### config.mk
export PLATFORM = sky130hd
export DESIGN_NAME = pdm_cic_decimator
export DESIGN_NICKNAME = d
export VERILOG_FILES = /design/src/rtl/pdm_cic_pkg.sv /design/src/rtl/pdm_cic_integrator.sv /design/src/rtl/pdm_cic_decimator.sv
export SDC_FILE = /design/constraint.sdc
export NUM_CORES = 1
export LEC_CHECK = 0
export BUFFER_PORTS_ARGS = -buffer_cell sky130_fd_sc_hd__buf_2
export CAP_MARGIN = 20
export CORE_MARGIN = 2
export CORE_UTILIZATION = 36
export DETAILED_ROUTE_END_ITERATION = 8
export SLEW_MARGIN = 40
export SYNTH_ARGS = -nofsm -noshare
export SYNTH_HDL_FRONTEND = slang
export SYNTH_HIERARCHICAL = 1
export SYNTH_SLANG_ARGS = --single-unit
### constraint.sdc
create_clock -name clk -period 7.4 [get_ports clk]
set_input_delay 0 -clock clk [delete_from_list [all_inputs] [get_ports clk]]
set_output_delay 0 -clock clk [all_outputs]
set_load 0.02 [all_outputs]
### src/rtl/pdm_cic_pkg.sv
`default_nettype none
// ============================================================================
// Module   : pdm_cic_pkg
// Purpose  : Shared derivations and helpers for the PDM CIC decimator.
//            Width/shift derivation, the +1/-1 PDM mapping and a signed
//            saturation helper.
// Revision : 1.0 - initial release
// ============================================================================
package pdm_cic_pkg;

  // PDM bit mapping: logic 1 represents +1, logic 0 represents -1
  localparam logic signed [1:0] PDM_POS = 2'sd1;
  localparam logic signed [1:0] PDM_NEG = -2'sd1;

  // Working width for the output scaling/saturation path
  localparam int SAT_W = 64;

  typedef logic signed [SAT_W-1:0] wide_t;

  typedef struct packed {
    wide_t value;
    logic  clipped;
  } sat_res_t;

  // Bit growth of an ORDER-stage CIC decimating by 2**DEC_LOG2
  function automatic int cic_growth(input int order, input int dec_log2);
    return order * dec_log2;
  endfunction

  // Integrator/comb register width: growth plus sign and input bits
  function automatic int cic_acc_w(input int order, input int dec_log2);
    return cic_growth(order, dec_log2) + 2;
  endfunction

  // Right-shift that maps the filter output onto the PCM word;
  // negative means a left shift is needed instead
  function automatic int cic_shift(input int order, input int dec_log2, input int w_out);
    return cic_growth(order, dec_log2) + 1 - w_out;
  endfunction

  // Clip y to the signed range of a w-bit word and flag any clipping
  function automatic sat_res_t sat_signed(input wide_t y, input int w);
    wide_t    hi;
    wide_t    lo;
    sat_res_t r;
    hi        = (wide_t'(1) <<< (w - 1)) - wide_t'(1);
    lo        = -hi - wide_t'(1);
    r.value   = y;
    r.clipped = 1'b0;
    if (y > hi) begin
      r.value   = hi;
      r.clipped = 1'b1;
    end else if (y < lo) begin
      r.value   = lo;
      r.clipped = 1'b1;
    end
    return r;
  endfunction

endpackage : pdm_cic_pkg
`default_nettype wire

### src/rtl/pdm_cic_integrator.sv
`default_nettype none
// ============================================================================
// Module   : pdm_cic_integrator
// Purpose  : One CIC integrator stage: an ACC_W-bit accumulator that adds
//            its input on enabled cycles and wraps modulo 2**ACC_W.
// Revision : 1.0 - initial release
// ============================================================================
module pdm_cic_integrator
  import pdm_cic_pkg::*;
#(
  parameter int ACC_W = 20
) (
  input  logic             clk,
  input  logic             rst_n,
  input  logic             en_i,
  input  logic [ACC_W-1:0] add_i,
  output logic [ACC_W-1:0] acc_o
);

  logic [ACC_W-1:0] acc_q;
  logic [ACC_W-1:0] acc_d;

  // Accumulate on accepted samples only; overflow wraps by design
  always_comb begin
    acc_d = acc_q;
    if (en_i) begin
      acc_d = acc_q + add_i;
    end
  end

  // Accumulator register
  always_ff @(posedge clk or negedge rst_n) begin
    if (!rst_n) begin
      acc_q <= '0;
    end else begin
      acc_q <= acc_d;
    end
  end

  assign acc_o = acc_q;

endmodule : pdm_cic_integrator
`default_nettype wire

### src/rtl/pdm_cic_decimator.sv
`default_nettype none
// ============================================================================
// Module   : pdm_cic_decimator
// Purpose  : ORDER-stage CIC (sinc^N) decimator turning a 1-bit PDM stream
//            into signed W_OUT-bit PCM words, decimating by 2**DEC_LOG2,
//            with saturating output scaling and a warm-up blanking period.
// Options  : PDM_CIC_ROUND_EN - round half up before the output right shift
//            (default build truncates).
// Revision : 1.0 - initial release
// ============================================================================
module pdm_cic_decimator
  import pdm_cic_pkg::*;
#(
  parameter int W_OUT    = 16,
  parameter int ORDER    = 3,
  parameter int DEC_LOG2 = 6
) (
  input  logic                    clk,
  input  logic                    rst_n,
  input  logic                    pdm_in,
  input  logic                    pdm_en,
  output logic signed [W_OUT-1:0] pcm_out,
  output logic                    pcm_valid,
  output logic                    pcm_sat
);

  localparam int ACC_W  = cic_acc_w(ORDER, DEC_LOG2);
  localparam int SHIFT  = cic_shift(ORDER, DEC_LOG2, W_OUT);
  localparam int SHR    = (SHIFT > 0) ? SHIFT : 0;
  localparam int SHL    = (SHIFT < 0) ? -SHIFT : 0;
  localparam int WARM_W = $clog2(ORDER + 1);

`ifdef PDM_CIC_ROUND_EN
  // Half an output LSB, zero when no right shift is applied
  localparam wide_t RND = (wide_t'(1) <<< SHR) >>> 1;
`else
  localparam wide_t RND = '0;
`endif

  // --------------------------------------------------------------------------
  // Input mapping and decimation counter
  // --------------------------------------------------------------------------
  logic [ACC_W-1:0]    x_ext;
  logic [DEC_LOG2-1:0] cnt_q;
  logic [DEC_LOG2-1:0] cnt_d;
  logic                tick;
  logic                tick_q;

  assign x_ext = pdm_in ? ACC_W'(PDM_POS) : ACC_W'(PDM_NEG);

  // The R-th accepted sample of a frame triggers the comb/output pipeline
  assign tick = pdm_en && (cnt_q == '1);

  // Counter advances per accepted sample and wraps naturally after R-1
  always_comb begin
    cnt_d = cnt_q;
    if (pdm_en) begin
      cnt_d = cnt_q + DEC_LOG2'(1);
    end
  end

  // Counter and tick-delay registers
  always_ff @(posedge clk or negedge rst_n) begin
    if (!rst_n) begin
      cnt_q  <= '0;
      tick_q <= 1'b0;
    end else begin
      cnt_q  <= cnt_d;
      tick_q <= tick;
    end
  end

  // --------------------------------------------------------------------------
  // Integrator cascade: each stage adds the previous stage's registered value
  // --------------------------------------------------------------------------
  logic [ACC_W-1:0] int_acc [ORDER];

  for (genvar k = 0; k < ORDER; k++) begin : g_int
    if (k == 0) begin : g_first
      pdm_cic_integrator #(
        .ACC_W (ACC_W)
      ) u_int (
        .clk   (clk),
        .rst_n (rst_n),
        .en_i  (pdm_en),
        .add_i (x_ext),
        .acc_o (int_acc[k])
      );
    end else begin : g_next
      pdm_cic_integrator #(
        .ACC_W (ACC_W)
      ) u_int (
        .clk   (clk),
        .rst_n (rst_n),
        .en_i  (pdm_en),
        .add_i (int_acc[k-1]),
        .acc_o (int_acc[k])
      );
    end
  end

  // --------------------------------------------------------------------------
  // Comb chain, evaluated in the cycle after a tick
  // --------------------------------------------------------------------------
  logic [ACC_W-1:0]        dly_q [ORDER];
  logic [ACC_W-1:0]        dly_d [ORDER];
  logic signed [ACC_W-1:0] comb_last;

  // Differentiate the decimated integrator output; delays capture stage inputs
  always_comb begin
    logic [ACC_W-1:0] stage;
    stage = int_acc[ORDER-1];
    for (int k = 0; k < ORDER; k++) begin
      dly_d[k] = tick_q ? stage : dly_q[k];
      stage    = stage - dly_q[k];
    end
    comb_last = stage;
  end

  // Comb delay registers
  always_ff @(posedge clk or negedge rst_n) begin
    if (!rst_n) begin
      for (int k = 0; k < ORDER; k++) begin
        dly_q[k] <= '0;
      end
    end else begin
      for (int k = 0; k < ORDER; k++) begin
        dly_q[k] <= dly_d[k];
      end
    end
  end

  // --------------------------------------------------------------------------
  // Output scaling and saturation
  // --------------------------------------------------------------------------
  wide_t    comb_wide;
  wide_t    scaled;
  sat_res_t sat_res;
  logic     unused_hi;

  // Sign-extend, optionally round, shift onto the PCM scale, then clip
  always_comb begin
    comb_wide = wide_t'(comb_last);
    scaled    = ((comb_wide + RND) >>> SHR) <<< SHL;
    sat_res   = sat_signed(scaled, W_OUT);
  end

  // Bits above the PCM word are always a sign copy after clipping
  assign unused_hi = ^sat_res.value[SAT_W-1:W_OUT];

  // --------------------------------------------------------------------------
  // Warm-up blanking and output registers
  // --------------------------------------------------------------------------
  logic [WARM_W-1:0]       warm_q;
  logic [WARM_W-1:0]       warm_d;
  logic signed [W_OUT-1:0] pcm_out_q;
  logic signed [W_OUT-1:0] pcm_out_d;
  logic                    pcm_valid_q;
  logic                    pcm_valid_d;
  logic                    pcm_sat_q;
  logic                    pcm_sat_d;

  // The first ORDER frames only prime the comb delays; later frames publish
  always_comb begin
    warm_d      = warm_q;
    pcm_out_d   = pcm_out_q;
    pcm_valid_d = 1'b0;
    pcm_sat_d   = pcm_sat_q;
    if (tick_q) begin
      if (warm_q != WARM_W'(ORDER)) begin
        warm_d = warm_q + WARM_W'(1);
      end else begin
        pcm_out_d   = sat_res.value[W_OUT-1:0];
        pcm_valid_d = 1'b1;
        pcm_sat_d   = sat_res.clipped;
      end
    end
  end

  // Output and warm-up registers
  always_ff @(posedge clk or negedge rst_n) begin
    if (!rst_n) begin
      warm_q      <= '0;
      pcm_out_q   <= '0;
      pcm_valid_q <= 1'b0;
      pcm_sat_q   <= 1'b0;
    end else begin
      warm_q      <= warm_d;
      pcm_out_q   <= pcm_out_d;
      pcm_valid_q <= pcm_valid_d;
      pcm_sat_q   <= pcm_sat_d;
    end
  end

  assign pcm_out   = pcm_out_q;
  assign pcm_valid = pcm_valid_q;
  assign pcm_sat   = pcm_sat_q;

endmodule : pdm_cic_decimator
`default_nettype wire
==> results of run 1 <==
==> state kept, by name (all words and copies together), names as in the netlist <==
name and flops:
pcm_out 16, pcm_valid 1, warm_q 2, g_int.g_first.u_int/acc_o 20
g_int.g_next.u_int/acc_o 40, cnt_q 6, dly_q 60, pcm_sat 1
tick_q 1
==> final cells by class <==
cell class,instances,area [µm²],share of cell area
multi-input cells,970,7050,0.571
clock inverters,15,145,0.0118
flip-flops and latches,147,3680,0.298
repair buffers,27,183,0.0148
clock buffers,17,425,0.0344
inverters,98,368,0.0298
well taps,396,495,0.0401
==> critical path: cells and delay by family, from the launching register on <==
kind            cells  cell delay, ns
xor+xnor            2            0.59
simple gates        5            0.76
flops               1            0.39
fa+ha+maj           4            1.23
buf+inv             1            0.06
compound gates     16            3.29
==> logic make-up (layout without fill, tap and decap cells) <==
family,Yosys count,after routing,share of synthesized area
other cells,1,1,0.000333
buf+inv,136,157,0.0460
flops,147,147,0.327
mux,50,50,0.0497
xor+xnor,81,81,0.0644
simple gates,339,339,0.151
compound gates,379,379,0.225
fa+ha+maj,120,120,0.137
==> metal layers <==
metal	vias to the layer above	share of wire	global-route usage
met3	15	0.024	0.0280
met1	4145	0.48	0.182
met4	0	0.0082	0.0265
met2	118	0.48	0.255
met5	-	0	0
li1	4577	-	-
==> stage by stage <==
stage / setup slack (ns) / area [µm²] / std cells / hold slack [ns]
2_1_floorplan: 1.74 / 11300 / 1253 / -0.296
3_3_place_gp: 1.19 / 11700 / 1636 / 0.146
3_5_place_dp: 1.01 / 11800 / 1637 / -0.0631
4_1_cts: 0.975 / 12400 / 1670 / 0.0476
5_1_grt: 0.0189 / 12400 / 1670 / 0.0662
6_report: 0.970 / 12400 / 1670 / 0.0463
==> path summary, 6_finish.rpt <==
kind / slack, ns / startpoint / to / cells past startpoint
min in group clk: 0.19 / pdm_en / cnt_q[0] / 3
worst max-delay path: 0.97 / g_int[2].g_next.u_int/acc_o[0] / pcm_out[0] / 28
worst min-delay path: 0.05 / rst_n / pcm_valid / 2
worst min register to register: 0.47 / pcm_out[6] / pcm_out[6] / 2
worst max register to register: 0.97 / g_int[2].g_next.u_int/acc_o[0] / pcm_out[0] / 28
max in group asynchronous: 6.00 / rst_n / g_int[0].g_first.u_int/acc_o[15] / 4
==> synthesized netlist by cell type, types with 9 or more instances <==
cell	count
or3_1	13
o31ai_1	20
o21ai_0	81
and3_1	20
xor2_1	25
o21a_1	17
nor2_1	56
a31oi_1	13
nor3_1	19
inv_1	98
clkbuf_1	34
xnor2_1	55
nand3b_1	9
a211oi_1	10
dfrtp_1	147
mux2_2	47
nand2_1	121
ha_1	115
a21oi_1	101
nand3_1	34
a21o_1	46
nand4_1	13
o21bai_1	9
==> timing repair <==
action,CTS,global route
setup buffers,0,0
hold endpoints to repair,89,0
hold buffers,1,0
==> summary.md, run 1 <==
| Metric | Value |
|---|---|
| Outcome | `complete, no violations` |
| Post-synth EDFFs | `0` |
| Remaining global-route overflow | `0` |
| Slew HR | `0.490` |
| HPWL after DPL | `17000 µm` |
| Max Clock Skew | `0.0154 ns` |
| Setup TNS Final | `0 ns` |
| Fillers | `3063` |
| Commonest non-fill, non-tap cell in the layout | `dfrtp_1` |
| Sequential cell area fraction in the yosys report | `0.327` |
| Routed wire per std cell | `13.7 µm` |
| Clk buf depth | `2` |
| Vias/cell | `5.30` |
| Dominant cells by area after synthesis | `dfrtp_1 (33%), ha_1 (13%), mux2_2 (4.7%)` |
| IO Pins | `22` |
| Synth top area share | `0.327` |
| Final Hold Fails | `0` |
| CTS tree | `built` |
| Pin count of the biggest net entering global routing | `75` |
| Pre-antenna DRT Iters | `5` |
| Initial drt markers | `460` |
| RSZ-0062 raised after global routing | `false` |
| Buffers on Ports | `21` |
| ANT nets after route | `0` |
| Crit-path max FO | `13` |
| Synth area leader | `dfrtp_1` |
| Fin util | `0.403` |
| Final setup vio count | `0` |
| Clk slew on worst S/H paths | `0.06 ns` |
| Core Footprint | `30700 µm²` |
| Most frequent cells in the layout | `dfrtp_1 (146), nand2_1 (121), ha_1 (115), a21oi_1 (101), inv_1 (97)` |
| Post-Route WL | `22900 µm` |
| Area growth syn-to-layout | `9.78%` |
| Global-route usage over all layers | `0.144` |
| Syn. warnings | `6` |
| Final slew viol count | `0` |
| CTS root buffer | `clkbuf_16` |
| First-pass GRT wire length | `40200 µm` |
| Max Fclk | `156 MHz` |
| Final period util | `0.869` |
| Worst-Skew Late Latency | `0.43 ns` |
| # diodes | `0` |
| Arrival time worst endpoint | `6.75 ns` |
| Hold crit path type | `in -> async` |
| Vias in the first global route | `8592` |
| Post-Syn Area | `11300 µm²` |
| CTS resizes | `0` |
| Critical Path Start Type | `register` |
| Die Y | `181 µm` |
| Drt drc | `0` |
| Layout cells sized above 1 | `0.115` |
| Final #Nets | `1385` |
| # clock sinks | `147` |
| Worst EP required | `7.72 ns` |
| H-tree depth | `4` |
| Vias | `8855` |
| Initial antenna violation count | `0` |
| Die X | `181 µm` |
| Syn Nets | `1377` |
| Max stage delay on crit path | `0.54 ns` |
| Critical path endpoint category | `register` |
| Mean Syn Cell Area | `8.98 µm²` |
| Total CTS buffers | `17` |
| Distinct cells, synth | `71` |
| Final worst path period need | `6.43 ns` |
| Synth Register Bits | `147` |
| WS Path Type | `reg -> reg` |
| Max Cap Viol | `0` |
| CP dominant cell by count | `o21ai_0` |
| Async set-reset flop share out of synthesis | `1.00` |
| Slowest CP cell | `a2111oi_0` |
| Gp weighted congestion | `0.814` |
| Worst Tran Pin Value | `0.763 ns` |
| Post-Synthesis Cells | `1253` |
| Initial Utilization | `0.367` |
| Main flop type after synthesis | `dfrtp_1` |
| Rows | `64` |
| Die ar. | `32700 µm²` |
Power of run 1 is not shown: default switching activity piles up to over one toggle a cycle in this logic, so the estimate is an artifact.
==> inputs of run 2 (changes only) <==
--- a/config.mk
+++ b/config.mk
@@ -10,6 +10,8 @@
 export CORE_MARGIN = 2
 export CORE_UTILIZATION = 36
 export DETAILED_ROUTE_END_ITERATION = 8
+export MAX_ROUTING_LAYER = met4
+export SKIP_LAST_GASP = 1
 export SLEW_MARGIN = 40
 export SYNTH_ARGS = -nofsm -noshare
 export SYNTH_HDL_FRONTEND = slang
==> run 2 against run 1 <==
Global-route usage is 0.43 points higher. Register-to-register slack worse by 0.03 ns. Critical path type unchanged. Design area stayed put. Worst setup slack worse by 0.030 ns. Non-clock buffer count stayed put. Hold slack hardly changed. First-iteration DRC count is 3.0% higher. Sequential share of layout area stayed put. Die area stayed put. Flip-flop and latch count stayed put.
==> summary.md, run 2 (same netlist as run 1, synthesis figures left out) <==
| Metric | Value |
|---|---|
| Hold crit path type | `in -> async` |
| Max stage delay on crit path | `0.56 ns` |
| Drt drc | `0` |
| # clock sinks | `147` |
| H-tree depth | `4` |
| Pre-antenna DRT Iters | `5` |
| Crit-path leading delay family | `compound AO/OA/AOI/OAI gates` |
| Die ar. | `32700 µm²` |
| Final #Nets | `1385` |
| Critical path endpoint category | `register` |
| CTS resizes | `0` |
| Remaining global-route overflow | `0` |
| Max Cap Viol | `0` |
| Pin count of the biggest net entering global routing | `75` |
| Post-Route WL | `22900 µm` |
| Layout cells sized above 1 | `0.115` |
| First-pass GRT wire length | `40200 µm` |
| CP dominant cell by count | `o21ai_0` |
| CTS root buffer | `clkbuf_16` |
| Buffers on Ports | `21` |
| Max Fclk | `155 MHz` |
| Initial drt markers | `474` |
| Worst-Skew Late Latency | `0.43 ns` |
| ANT nets after route | `0` |
| Routed wire per std cell | `13.7 µm` |
| Rows | `64` |
| Die Y | `181 µm` |
| Setup TNS Final | `0 ns` |
| Register with the most flip-flops | `dly_q` |
| # diodes | `0` |
| Vias/cell | `5.28` |
| Initial antenna violation count | `0` |
| Final setup vio count | `0` |
| IO Pins | `22` |
| Final slew viol count | `0` |
| Final Hold Fails | `0` |
| Critical Path Start Type | `register` |
| Clk buf depth | `2` |
| Slew HR | `0.493` |
| Max reg flops | `60` |
| WS Path Type | `reg -> reg` |
| Final period util | `0.873` |
| Slowest CP cell | `a2111oi_0` |
| Fillers | `3063` |
| Vias | `8814` |
| Core Footprint | `30700 µm²` |
| Commonest non-fill, non-tap cell in the layout | `dfrtp_1` |
| Worst Tran Pin Value | `0.759 ns` |
| Die X | `181 µm` |
| Outcome | `complete, no violations` |
| Crit-path max FO | `13` |
| Gp weighted congestion | `0.826` |
| HPWL after DPL | `17000 µm` |
| Vias in the first global route | `8582` |
| RSZ-0062 raised after global routing | `false` |
| Most frequent cells in the layout | `dfrtp_1 (146), nand2_1 (121), ha_1 (115), a21oi_1 (101), inv_1 (97)` |
| Clk slew on worst S/H paths | `0.06 ns` |
| Global-route usage over all layers | `0.148` |
| Setup bufs post-CTS | `0` |
| Worst EP required | `7.73 ns` |
| Initial Utilization | `0.367` |
| Arrival time worst endpoint | `6.79 ns` |
| Final worst path period need | `6.46 ns` |
| Max Clock Skew | `0.0161 ns` |
| CTS tree | `built` |
| Total CTS buffers | `17` |
| Area growth syn-to-layout | `9.78%` |
| Crit path buf inv count | `1` |
==> run 2: cell counts in the layout (fill, tap and decap cells not counted) <==
No cell type changed its count.
==> run 2: worst paths after layout <==
kind                                                start                               end  slack (ns)  cells past startpoint
min in group clk                                   pdm_en                          cnt_q[0]        0.19                      3
max in group asynchronous                           rst_n  g_int[0].g_first.u_int/acc_o[15]        5.97                      4
max reg2reg                g_int[2].g_next.u_int/acc_o[0]                        pcm_out[0]        0.94                     28
max                        g_int[2].g_next.u_int/acc_o[0]                        pcm_out[0]        0.94                     28
min                                                 rst_n                         pcm_valid        0.05                      2
min reg2reg                                    pcm_out[6]                        pcm_out[6]        0.47                      2
==> run 2: cell type report <==
type | instances | area (µm²) | area share
Clock inverter | 15 | 145 | 0.0118
Multi-Input combinational cell | 970 | 7050 | 0.571
Timing Repair Buffer | 27 | 183 | 0.0148
Inverter | 98 | 368 | 0.0298
Sequential cell | 147 | 3680 | 0.298
Tap cell | 396 | 495 | 0.0401
Clock buffer | 17 | 425 | 0.0344
==> run 2: through the flow <==
stage	setup WS, ns	util	cell area [µm²]	hold slack, ns	cells
final	0.940	0.403	12400	0.0460	1670
after global placement	1.19	0.383	11700	0.146	1636
after floorplan	1.74	-	11300	-0.296	1253
after detailed placement	1.01	0.384	11800	-0.0631	1637
after global routing	0.0189	0.403	12400	0.0680	1670
after CTS	0.975	0.403	12400	0.0476	1670
==> run 2: repair_timing <==
item	in CTS	in global routing
setup endpoints to repair	0	0
hold buffers	1	0
hold endpoints to repair	89	0
==> run 2: metal layers <==
layer / vias up / GRT usage / wire [µm]
li1: 4581 / - / -
met1: 4129 / 0.183 / 11100
met2: 94 / 0.255 / 11100
met3: 10 / 0.0268 / 516
met4: 0 / 0.0274 / 155
met5: - / - / 0
Power of run 2 is left out for the same reason.
==> inputs of run 3 (changes only) <==
--- a/config.mk
+++ b/config.mk
@@ -11,6 +11,7 @@
 export CORE_UTILIZATION = 36
 export DETAILED_ROUTE_END_ITERATION = 8
 export MAX_ROUTING_LAYER = met4
+export PLACE_DENSITY = 0.53
 export SKIP_LAST_GASP = 1
 export SLEW_MARGIN = 40
 export SYNTH_ARGS = -nofsm -noshare
==> run 3 against run 2 <==
Sequential share of layout area barely moved. Design area about the same. Non-clock buffer count is 1 lower. Final cell count hardly changed. Critical path depth is the same. Clock skew decreased by 0.0051 ns. Worst setup slack got worse by 0.098 ns. Flip-flop and latch count did not move.
==> summary.md, run 3 (same netlist as run 1, synthesis figures left out) <==
| Metric | Value |
|---|---|
| Outcome | `complete, no violations` |
| Slowest CP cell | `a2111oi_0` |
| Hold crit path type | `in -> async` |
| ANT nets after route | `0` |
| Drt drc | `0` |
| Post-Route WL | `23200 µm` |
| Final worst path period need | `6.56 ns` |
| Pin count of the biggest net entering global routing | `94` |
| Vias | `8802` |
| Crit-path max FO | `13` |
| WS Path Type | `reg -> reg` |
| Commonest non-fill, non-tap cell in the layout | `dfrtp_1` |
| Setup bufs post-CTS | `0` |
| Final setup vio count | `0` |
| # diodes | `0` |
| Initial antenna violation count | `0` |
| Total CTS buffers | `17` |
| Max Fclk | `152 MHz` |
| Buffers on Ports | `21` |
| Most frequent cells in the layout | `dfrtp_1 (146), nand2_1 (121), ha_1 (115), a21oi_1 (101), inv_1 (97)` |
| Die Y | `181 µm` |
| Setup TNS Final | `0 ns` |
| Gp weighted congestion | `0.823` |
| Hold Worst Slack | `0.157 ns` |
| Reg-to-reg setup timing slack | `0.84 ns` |
| Total stage count of the critical path | `28` |
| Max Clock Skew | `0.0110 ns` |
| Max stage delay on crit path | `0.53 ns` |
| Final period util | `0.886` |
| H-tree depth | `4` |
| Critical path endpoint category | `register` |
| Pre-antenna DRT Iters | `4` |
| Core Footprint | `30700 µm²` |
| Worst-Skew Late Latency | `0.42 ns` |
| Reg2reg start | `g_int[2].g_next.u_int/acc_o[0]` |
| Die X | `181 µm` |
| CTS tree | `built` |
| Global-route usage over all layers | `0.151` |
| Register with the most flip-flops | `dly_q` |
| Area growth syn-to-layout | `9.67%` |
| Routed wire per std cell | `13.9 µm` |
| CP dominant cell by count | `o21ai_0` |
| Critical Path Start | `g_int[2].g_next.u_int/acc_o[0]` |
| Vias in the first global route | `8283` |
| Reg2Reg Capture Point | `pcm_out[14]` |
| Reg2reg path depth | `28` |
| Final slew viol count | `0` |
| Clk buf depth | `2` |
| Max Cap Viol | `0` |
| Clk slew on worst S/H paths | `0.06 ns` |
| CTS root buffer | `clkbuf_16` |
| Final Hold Fails | `0` |
| Die ar. | `32700 µm²` |
| Layout cells sized above 1 | `0.113` |
| Rows | `64` |
| Crit-path leading delay family | `compound AO/OA/AOI/OAI gates` |
| First-pass GRT wire length | `40300 µm` |
| Crit path buf inv count | `1` |
| IO Pins | `22` |
| HPWL after DPL | `17300 µm` |
| Arrival time worst endpoint | `6.87 ns` |
| RSZ-0062 raised after global routing | `false` |
| Final #Nets | `1384` |
| Worst setup path endpoint | `pcm_out[14]` |
| Worst EP required | `7.71 ns` |
| Max reg flops | `60` |
| Fillers | `3088` |
| Slew HR | `0.492` |
| # clock sinks | `147` |
| Initial drt markers | `351` |
| Initial Utilization | `0.367` |
| Worst Tran Pin Value | `0.758 ns` |
| Vias/cell | `5.27` |
| Remaining global-route overflow | `0` |
| Critical Path Start Type | `register` |
-- run 3: changes by cell type in the layout (fill, tap and decap cells not counted) --
cell / delta
clkbuf_8: +4
clkinvlp_4: +4
inv_6: -3
clkinv_2: -2
clkinv_4: -2
inv_8: -2
buf_16: -1
buf_6: -1
buf_8: +1
clkbuf_1: +1
-- run 3: stage by stage --
step                 util  instance area (µm²)  instances  setup slack (ns)
floorplan               -                11300       1253              1.74
global route        0.402                12300       1669            0.0391
finish              0.402                12300       1669             0.842
global placement    0.383                11700       1636              1.15
CTS                 0.402                12300       1669             0.902
detailed placement  0.383                11700       1636             0.961
-- run 3: final cells by class --
class                           count  area [µm²]  area share
Multi-Input combinational cell    970        7050       0.572
Inverter                           98         368      0.0298
Clock buffer                       22         484      0.0392
Clock inverter                     10        98.8     0.00801
Timing Repair Buffer               26         159      0.0129
Tap cell                          396         495      0.0402
Sequential cell                   147        3680       0.298
-- run 3: worst min path at each step --
stage	slack [ns]	start	depth (start not counted)	endpoint
2_1_floorplan	-0.30	rst_n	0	cnt_q[0]
3_3_place_gp	0.17	rst_n	1	dly_q[3]
6_report	0.16	rst_n	2	dly_q[1]
4_1_cts	0.22	rst_n	2	dly_q[1]
3_5_place_dp	0.09	rst_n	1	dly_q[1]
5_1_grt	0.25	pdm_en	4	cnt_q[2]
-- run 3: timing repair --
action / 4_1_cts / 5_1_grt
hold endpoints to repair: 92 / 0
gates resized for setup: 0 / 0
hold buffers: 1 / 0
-- run 3: metal layers --
metal / wire, µm / up-vias / track usage
li1: - / 4560 / -
met2: 11300 / 92 / 0.259
met1: 11200 / 4130 / 0.185
met5: 0 / - / -
met3: 500 / 20 / 0.0252
met4: 240 / 0 / 0.0339
Power of run 3 is left out for the same reason.
